$ cat src/rtl/systolic_feeder.sv
// Skewed activation feeder for a systolic PE column: accepts N-lane vectors over valid/ready,
// issues a one-cycle accumulator clear per tile and delays lane i by i extra cycles.
module systolic_feeder #(
    parameter  int N     = 3,
    parameter  int W     = 8,
    parameter  int MAX_K = 255,
    localparam int KW    = $clog2(MAX_K + 1)
) (
    input  logic            clk,
    input  logic            rst,
    input  logic            start,
    input  logic [KW-1:0]   k_len,
    input  logic            s_valid,
    output logic            s_ready,
    input  logic [N*W-1:0]  s_data,
    output logic            clear,
    output logic [N*W-1:0]  a_out,
    output logic [N-1:0]    valid_out,
    output logic            busy,
    output logic            done
);

    localparam int FW = (N > 1) ? $clog2(N) : 1;

    typedef enum logic [1:0] {
        S_IDLE,
        S_CLEAR,
        S_FEED,
        S_FLUSH
    } state_t;

    state_t          state_q;
    logic [KW-1:0]   k_q;
    logic [KW-1:0]   cnt_q;
    logic [FW-1:0]   flush_q;
    logic            s_ready_q;
    logic            clear_q;
    logic            busy_q;
    logic            done_q;
    logic            accept_d;
    logic [KW-1:0]   k_eff_d;

    assign accept_d = s_valid & s_ready_q;

    // Saturation is only needed when the k_len port can express values above MAX_K.
    generate
        if (MAX_K < (1 << KW) - 1) begin : g_clamp
            assign k_eff_d = (k_len > KW'(MAX_K)) ? KW'(MAX_K) : k_len;
        end else begin : g_noclamp
            assign k_eff_d = k_len;
        end
    endgenerate

    always_ff @(posedge clk) begin
        if (rst) begin
            state_q   <= S_IDLE;
            k_q       <= '0;
            cnt_q     <= '0;
            flush_q   <= '0;
            s_ready_q <= 1'b0;
            clear_q   <= 1'b0;
            busy_q    <= 1'b0;
            done_q    <= 1'b0;
        end else begin
            done_q <= 1'b0;
            case (state_q)
                S_IDLE: begin
                    if (start) begin
                        if (k_eff_d == '0) begin
                            done_q <= 1'b1;
                        end else begin
                            k_q     <= k_eff_d;
                            cnt_q   <= '0;
                            clear_q <= 1'b1;
                            busy_q  <= 1'b1;
                            state_q <= S_CLEAR;
                        end
                    end
                end
                S_CLEAR: begin
                    clear_q   <= 1'b0;
                    s_ready_q <= 1'b1;
                    state_q   <= S_FEED;
                end
                S_FEED: begin
                    if (accept_d) begin
                        cnt_q <= cnt_q + KW'(1);
                        if (cnt_q + KW'(1) == k_q) begin
                            s_ready_q <= 1'b0;
                            flush_q   <= '0;
                            state_q   <= S_FLUSH;
                        end
                    end
                end
                S_FLUSH: begin
                    // Lane N-1 lags the last accepted beat by N cycles.
                    if (flush_q == FW'(N - 1)) begin
                        done_q  <= 1'b1;
                        busy_q  <= 1'b0;
                        state_q <= S_IDLE;
                    end else begin
                        flush_q <= flush_q + FW'(1);
                    end
                end
                default: state_q <= S_IDLE;
            endcase
        end
    end

    assign s_ready = s_ready_q;
    assign clear   = clear_q;
    assign busy    = busy_q;
    assign done    = done_q;

    // Lane gi is a (gi+1)-deep shift register; bubbles enter as zero data with valid low.
    genvar gi;
    generate
        for (gi = 0; gi < N; gi++) begin : g_lane
            logic [W-1:0] data_q [0:gi];
            logic [gi:0]  vld_q;

            always_ff @(posedge clk) begin
                if (rst) begin
                    vld_q <= '0;
                    for (int s = 0; s <= gi; s++) begin
                        data_q[s] <= '0;
                    end
                end else begin
                    vld_q[0]  <= accept_d;
                    data_q[0] <= accept_d ? s_data[gi*W +: W] : '0;
                    for (int s = 1; s <= gi; s++) begin
                        vld_q[s]  <= vld_q[s-1];
                        data_q[s] <= data_q[s-1];
                    end
                end
            end

            assign valid_out[gi]     = vld_q[gi];
            assign a_out[gi*W +: W]  = vld_q[gi] ? data_q[gi] : '0;
        end
    endgenerate

endmodule
$ cat config.mk
export PLATFORM = sky130hd
export DESIGN_NAME = systolic_feeder
export DESIGN_NICKNAME = d
export VERILOG_FILES = /design/src/rtl/systolic_feeder.sv
export SDC_FILE = /design/constraint.sdc
export NUM_CORES = 1
export LEC_CHECK = 0
export CORE_ASPECT_RATIO = 1.1
export CORE_MARGIN = 2
export CORE_UTILIZATION = 50
export CTS_BUF_LIST = sky130_fd_sc_hd__clkbuf_16
export CTS_CLUSTER_DIAMETER = 40
export DETAILED_ROUTE_END_ITERATION = 6
export PLACE_DENSITY = 0.8
export SLEW_MARGIN = 40
export SYNTH_ARGS = -nofsm -noshare
export SYNTH_HDL_FRONTEND = slang
export SYNTH_SLANG_ARGS = --single-unit
$ cat constraint.sdc
create_clock -name clk -period 2.5 [get_ports clk]
set_input_delay 0.75 -clock clk [delete_from_list [all_inputs] [get_ports clk]]
set_output_delay 0.75 -clock clk [all_outputs]
set_load 0.02 [all_outputs]
# Yosys cells after proc, flatten, opt, wreduce, memory -nomap -nowiden
# Memories as Yosys holds them, arrays and structs flattened.
# Index checks and enable logic that the tools add are counted.
[word_totals]
register_bits = 30
ramBits = 48
n_memories = 3
out_inout_bits = 31
[classes]
n_addsub = 2
n_mux = 42
reduce_logical = 15
bitwise = 7
n_eq_ne = 11
[memory_table]
columns = ["name", "words", "word_bits", "read_ports", "rd_clocked_by_memory_dff", "write_ports", "line", "rtl"]
rows = [
  ["g_lane[2].data_q", 3, 8, 3, 0, 3, "119", "logic [W-1:0] data_q [0:gi];"],
  ["g_lane[1].data_q", 2, 8, 2, 0, 2, "119", ""],
  ["g_lane[0].data_q", 1, 8, 1, 0, 1, "119", ""],
]
[op_table]
columns = ["cell", "count"]
rows = [
  ["$mux 8", 15],
  ["$mux 2", 8],
  ["$pmux 8 s2", 1],
  ["$mux 1", 12],
  ["$ne 2x2->1 const B", 6],
  ["$reduce_and 4->1", 3],
  ["$reduce_bool 2->1", 5],
  ["$reduce_and 3->1", 3],
  ["$add 8x1->8 const B", 1],
  ["$eq 8x8->1", 1],
  ["$logic_not 8->1", 1],
  ["$pmux 1 s2", 4],
  ["$pmux 2 s4", 1],
  ["$reduce_or 8->1", 1],
  ["$eq 2x2->1 const B", 3],
  ["$or 1x1->1", 5],
  ["$reduce_and 5->1", 1],
  ["$pmux 2 s2", 1],
  ["$add 2x1->2 const B", 1],
  ["$eq 2x1->1 const B", 1],
  ["$logic_not 2->1", 1],
  ["$and 1x1->1", 1],
  ["$not 1->1", 1],
]

# Longest topological paths before layout
[depth]
depth_word = 5
depth_mapped = 10

# Worst setup path before layout
# Ideal clock, no wire load.
[synth_timing]
path_type = "input to register"
startpoint = "input port k_len[7]"
endpoint = "register cnt_q[3]"
setup_slack_ps = 310
arrival_time_ps = 2062
required_ps = 2372
cell_stages = 7
cell_sequence = "nor4_1 -> a21boi_1 -> o21a_1 -> clkbuf_1 -> a21o_1 -> a22oi_1 -> nor2_1"
[synth_between]
elab_chain_len = 3
[synth_lines]
columns = ["item", "line", "rtl"]
rows = [
  ["start, declared", "12", "input logic [KW-1:0] k_len,"],
  ["$logic_not 8->1", "69", "if (k_eff_d == '0) begin"],
  ["$ne 2x2->1 (no line)", "n/a", ""],
  ["$reduce_and 4->1 (no line)", "n/a", ""],
  ["end signal, assigned", "87", "cnt_q <= cnt_q + KW'(1);"],
  ["end, declared", "34", "logic [KW-1:0] cnt_q;"],
]
# Every way passes these cells.
# A chain may end at the register's enable or synchronous reset.

==> results <==
- Setup repair after global routing left no endpoint under its margin.
- The total nets after synthesis is 355.
- The initial antenna violation count was 0.
- The worst register-to-register path begins at cnt_q[1]$_SDFFE_PP0P_.
- The family with the most delay on the worst path is buffers and inverters.
- From bottom edge to top edge, the die measures 85.1 microns.
- IR analysis of the VDD net gives a maximum drop of 0.612 mV.
- The worst register-to-register path has a depth of 7.
- Dividing the detail-routed wire length by the instance count gives 13.1 microns.
- The layout net count is 438.
- The data arrival time of the critical path is 1620 ps.
- The number of buffers added by the clock tree synthesis step is 9.
- The first global-routing pass estimated 10400 microns of wire.
- The layout has 420 filler cells.
- The multiplexer share of the synthesized area is 3.35%.
- The most critical setup path has its startpoint at g_lane[2].vld_q[1]$_SDFF_PP0_.
- The remaining routing DRC violations is 0.
- The worst path required time is 1750 ps.
- The endpoint class of the critical path is a primary output.
- The slowest stage of the critical path is the sky130_fd_sc_hd__clkdlybuf4s50_1 cell.
- The total leakage power is 0.00163 uW.
- In this run the horizontal extent of the chip is 77.7 microns.
- The antenna cell count is 0.
- The count of routing violations after the opening detailed-route iteration is 110.
- The final hold slack is 434 ps.
- The post-synthesis register bit count is 75.
- The tool flagged a number of max-cap violations equal to 0.
- The number of buffers added to fix hold violations after cts is 0.
- At the end of routability-driven placement, the weighted congestion stood at 0.828.
- Measured against its own limit, the worst slew margin works out to 74.5%.
- In the routed layout, each cell is associated on average with a via count of 4.97.
- The number of buffer and inverter instances along the worst setup path is 1.
- Setup violations remaining at the end of the flow were counted as 0.
- Net switching is 27.8% of the power.
- Synthesis instantiated 44 different standard cells from the library.
- In the synthesized netlist the dominant register cell turns out to be sky130_fd_sc_hd__dfxtp_1.
- Of the total synthesized cell area, the portion taken by AND, OR, NAND and NOR gates is 25.9%.
- The CTS root buffer is sky130_fd_sc_hd__clkbuf_16.
- The via count of the first global-routing pass came to 2285.
- For this design the ratio of total power to cell area is 757 nW/um^2.
- The compound-cell area share of the yosys netlist is 12.1%.
- In the layout the commonest cells are sky130_fd_sc_hd__dfxtp_1, sky130_fd_sc_hd__clkdlybuf4s50_1, sky130_fd_sc_hd__and2_1.
- Walking the worst path, the cells encountered are and2_1 > clkdlybuf4s50_1.
- The count of non-filler cells in the finished layout is 478.
- The worst register-to-register path ends at state_q[1]$_SDFFE_PP0P_.
- The net switching power is 870 uW.
- The effective utilization at floorplan is 51.8%.
- Along the worst path, the maximum fanout reaches 10.
- The area of the die is 6610 sq um.
- The power share of the clock group is 39.2%.
- The remaining number of nets flagged by the antenna check after routing is 0.
- The final cycle utilization of the critical path is 94.9%.
- For the final database, setup skew stands at 2.89 ps.
- In this run the worst hold path is classified as flop to flop.
- The cell count after placement is 462.
- The run finished with clean final reports.
- The number of warnings printed during yosys synthesis is 0.
- The worst-margin pin slew is 381 ps.
- The classification of the worst setup path is flop to primary output.
- The highest achievable clock rate is 0.421 GHz.
- The leading cell type in the layout, fill and taps excluded is sky130_fd_sc_hd__dfxtp_1.
- The proportion of synthesized flip-flops having asynchronous set or reset is 0%.
- A synthesized cell averages 9.54 sq um.
- The utilization after layout is 71.5%.
- The sum of routed wire length over all layers is 6260 microns.
- Once the clock tree was built, the resizer swapped 0 gates to a different size.
- The register-to-register setup slack is 200 ps.
- The worst setup path endpoint is a_out[11].
- The number of I/O pins is 67.
- Clock-pin slew was measured on the worst setup and hold paths at 60 ps.
- The final-report hold violation count is 0.
- Summing over every cut layer, the via total after detailed routing is 2376.
- The number of enable-type register cells in the synthesized netlist is 0.
- The share of layout cells above drive strength 1 is 11.0%.
- The sequential cell area fraction in the yosys report is 50.3%.
- The aggregate global-route resource usage is 19.9%.
- The post-synthesis instance area is 2990 sq um.
- Once detailed placement completed, the half-perimeter wirelength came to 4400 microns.
- The core outline area is 5770 sq um.
- The final count of pins violating max slew was 0.
- The internal cell power is 2250 uW.
- TritonCTS built the clock tree.
- Post-CTS timing repair inserted 0 buffers for setup.
- The number of sinks on the clock net is 75.
- The first detailed-routing pass took 4 iterations.
- The later pin in the worst-skew pair is clocked with a latency of 330 ps.
- In this run the number of cells on the critical path is 2.
- Input and output buffers added on the ports amount to 66.
- The placement row count is 29.
- The total overflow left after global routing is 0.
- The combinational family with the most area after synthesis is simple AND/OR/NAND/NOR gates.
- In this run the deepest clock path goes through 2 buffers.
- Of the total synthesized cell area, the portion taken by full adders, half adders and majority gates is 2.51%.
- Power comes to 3120 uW.
- In this design, the stage delay of the slowest critical-path cell is 620 ps.
- The combinational group share of total power is 17.6%.
- After Yosys synthesis, XOR and XNOR cells account for 2.35% of the synthesized area.
- The area growth from synthesis to layout is 38.2%.
- Counting I/O delays and the setup requirement, the final critical path takes 2370 ps.
- The share of total power in sequential cells is 43.2%.
- Synthesis produced 313 cells.
- The worst setup path is launched from a flop.
- Entering global routing, the biggest net connects 21 pins.
- The H-tree was split into 3 levels.
[through the flow]
step	area, sq um	worst slack, ps	TNS (ps)
floorplan	2990	310	0
global placement	3830	-35.4	-40.0
detailed placement	3830	-109	-560
CTS	4120	104	0
global route	4130	41.9	0
finish	4130	127	0
[cell usage after synthesis (all sizes together) (2+ instances only)]
library cell	instances	area, sq um
a211o	2	17.5
a21boi	4	30.0
a21oi	13	65.1
a22oi	2	15.0
a311oi	2	17.5
a31oi	4	25.0
and2	49	307
buf	4	27.5
clkbuf	12	45.0
dfxtp	75	1500
ha	6	75.1
inv	9	33.8
mux2i	10	100
nand2	12	47.6
nand2b	6	37.5
nand3	5	25.0
nand3b	3	22.5
nand4	3	18.8
nor2	25	93.8
nor2b	26	163
nor3	4	20.0
nor4	2	12.5
o2111ai	2	23.8
o21a	3	22.5
o21ai	10	50.1
xnor2	5	43.8
xor2	3	26.3
[worst min-delay path by stage]
| stage | startpoint | to | slack, ps | cells past startpoint |
|---|---|---|---|---|
| 2_1_floorplan | g_lane[1].data_q[0][2]$_SDFF_PP0_ | g_lane[1].data_q[0][10]$_SDFF_PP0_ | 410 | 1 |
| 4_1_cts | g_lane[1].data_q[0][0]$_SDFF_PP0_ | g_lane[1].data_q[0][8]$_SDFF_PP0_ | 440 | 1 |
| 3_3_place_gp | g_lane[2].data_q[0][9]$_SDFF_PP0_ | g_lane[2].data_q[0][17]$_SDFF_PP0_ | 420 | 1 |
| 5_1_grt | g_lane[1].data_q[0][0]$_SDFF_PP0_ | g_lane[1].data_q[0][8]$_SDFF_PP0_ | 450 | 1 |
| 3_5_place_dp | g_lane[2].data_q[0][1]$_SDFF_PP0_ | g_lane[2].data_q[0][9]$_SDFF_PP0_ | 420 | 1 |
| 6_report | g_lane[2].data_q[0][8]$_SDFF_PP0_ | g_lane[2].data_q[0][16]$_SDFF_PP0_ | 430 | 1 |
[power groups by stage]
stage / sequential [uW] / clock (uW) / combinational [uW]
6_report: 1350 / 1220 / 551
5_1_grt: 1370 / 1300 / 606
4_1_cts: 1350 / 1250 / 540
3_5_place_dp: 1380 / 0 / 530
3_3_place_gp: 1370 / 0 / 517
2_1_floorplan: 1380 / 0 / 314
[state kept, by name, summed over array words and instances (netlist names)]
signal	flops
g_lane.data_q	48
cnt_q	8
k_q	8
g_lane.vld_q	3
flush_q	2
state_q	2
busy	1
clear	1
done	1
s_ready	1
[routing by layer]
layer	up-vias	GRT usage, %	routed length (microns)
li1	1208	-	-
met1	1105	23.7	2660
met2	57	34.4	3270
met3	6	5.21	243
met4	0	7.31	83
met5	-	0	0
[cell type report]
| cell class | instances | area (sq um) | area share [%] |
|---|---|---|---|
| Clock buffer | 9 | 225 | 5.46 |
| Timing Repair Buffer | 88 | 821 | 19.9 |
| Multi-Input combinational cell | 213 | 1390 | 33.6 |
| Sequential cell | 75 | 1500 | 36.4 |
| Inverter | 9 | 33.8 | 0.818 |
| Tap cell | 77 | 96.3 | 2.33 |
| Clock inverter | 7 | 65.1 | 1.58 |
[worst reg2reg max path: cells and delay by family (launching register included)]
kind,cells,cell delay (ps)
muxes,2,340
xor gates and xnor gates,1,160
adders and majority gates,1,420
DFF,1,410
AOI/OAI and AO/OA,3,880
[cells by family after synthesis]
logic type      Yosys count
fa+ha+maj                 6
compound gates           51
xor+xnor                  8
buf+inv                  25
flops                    75
simple gates            138
mux                      10
No activity file was read; power rests on OpenSTA's default activity.
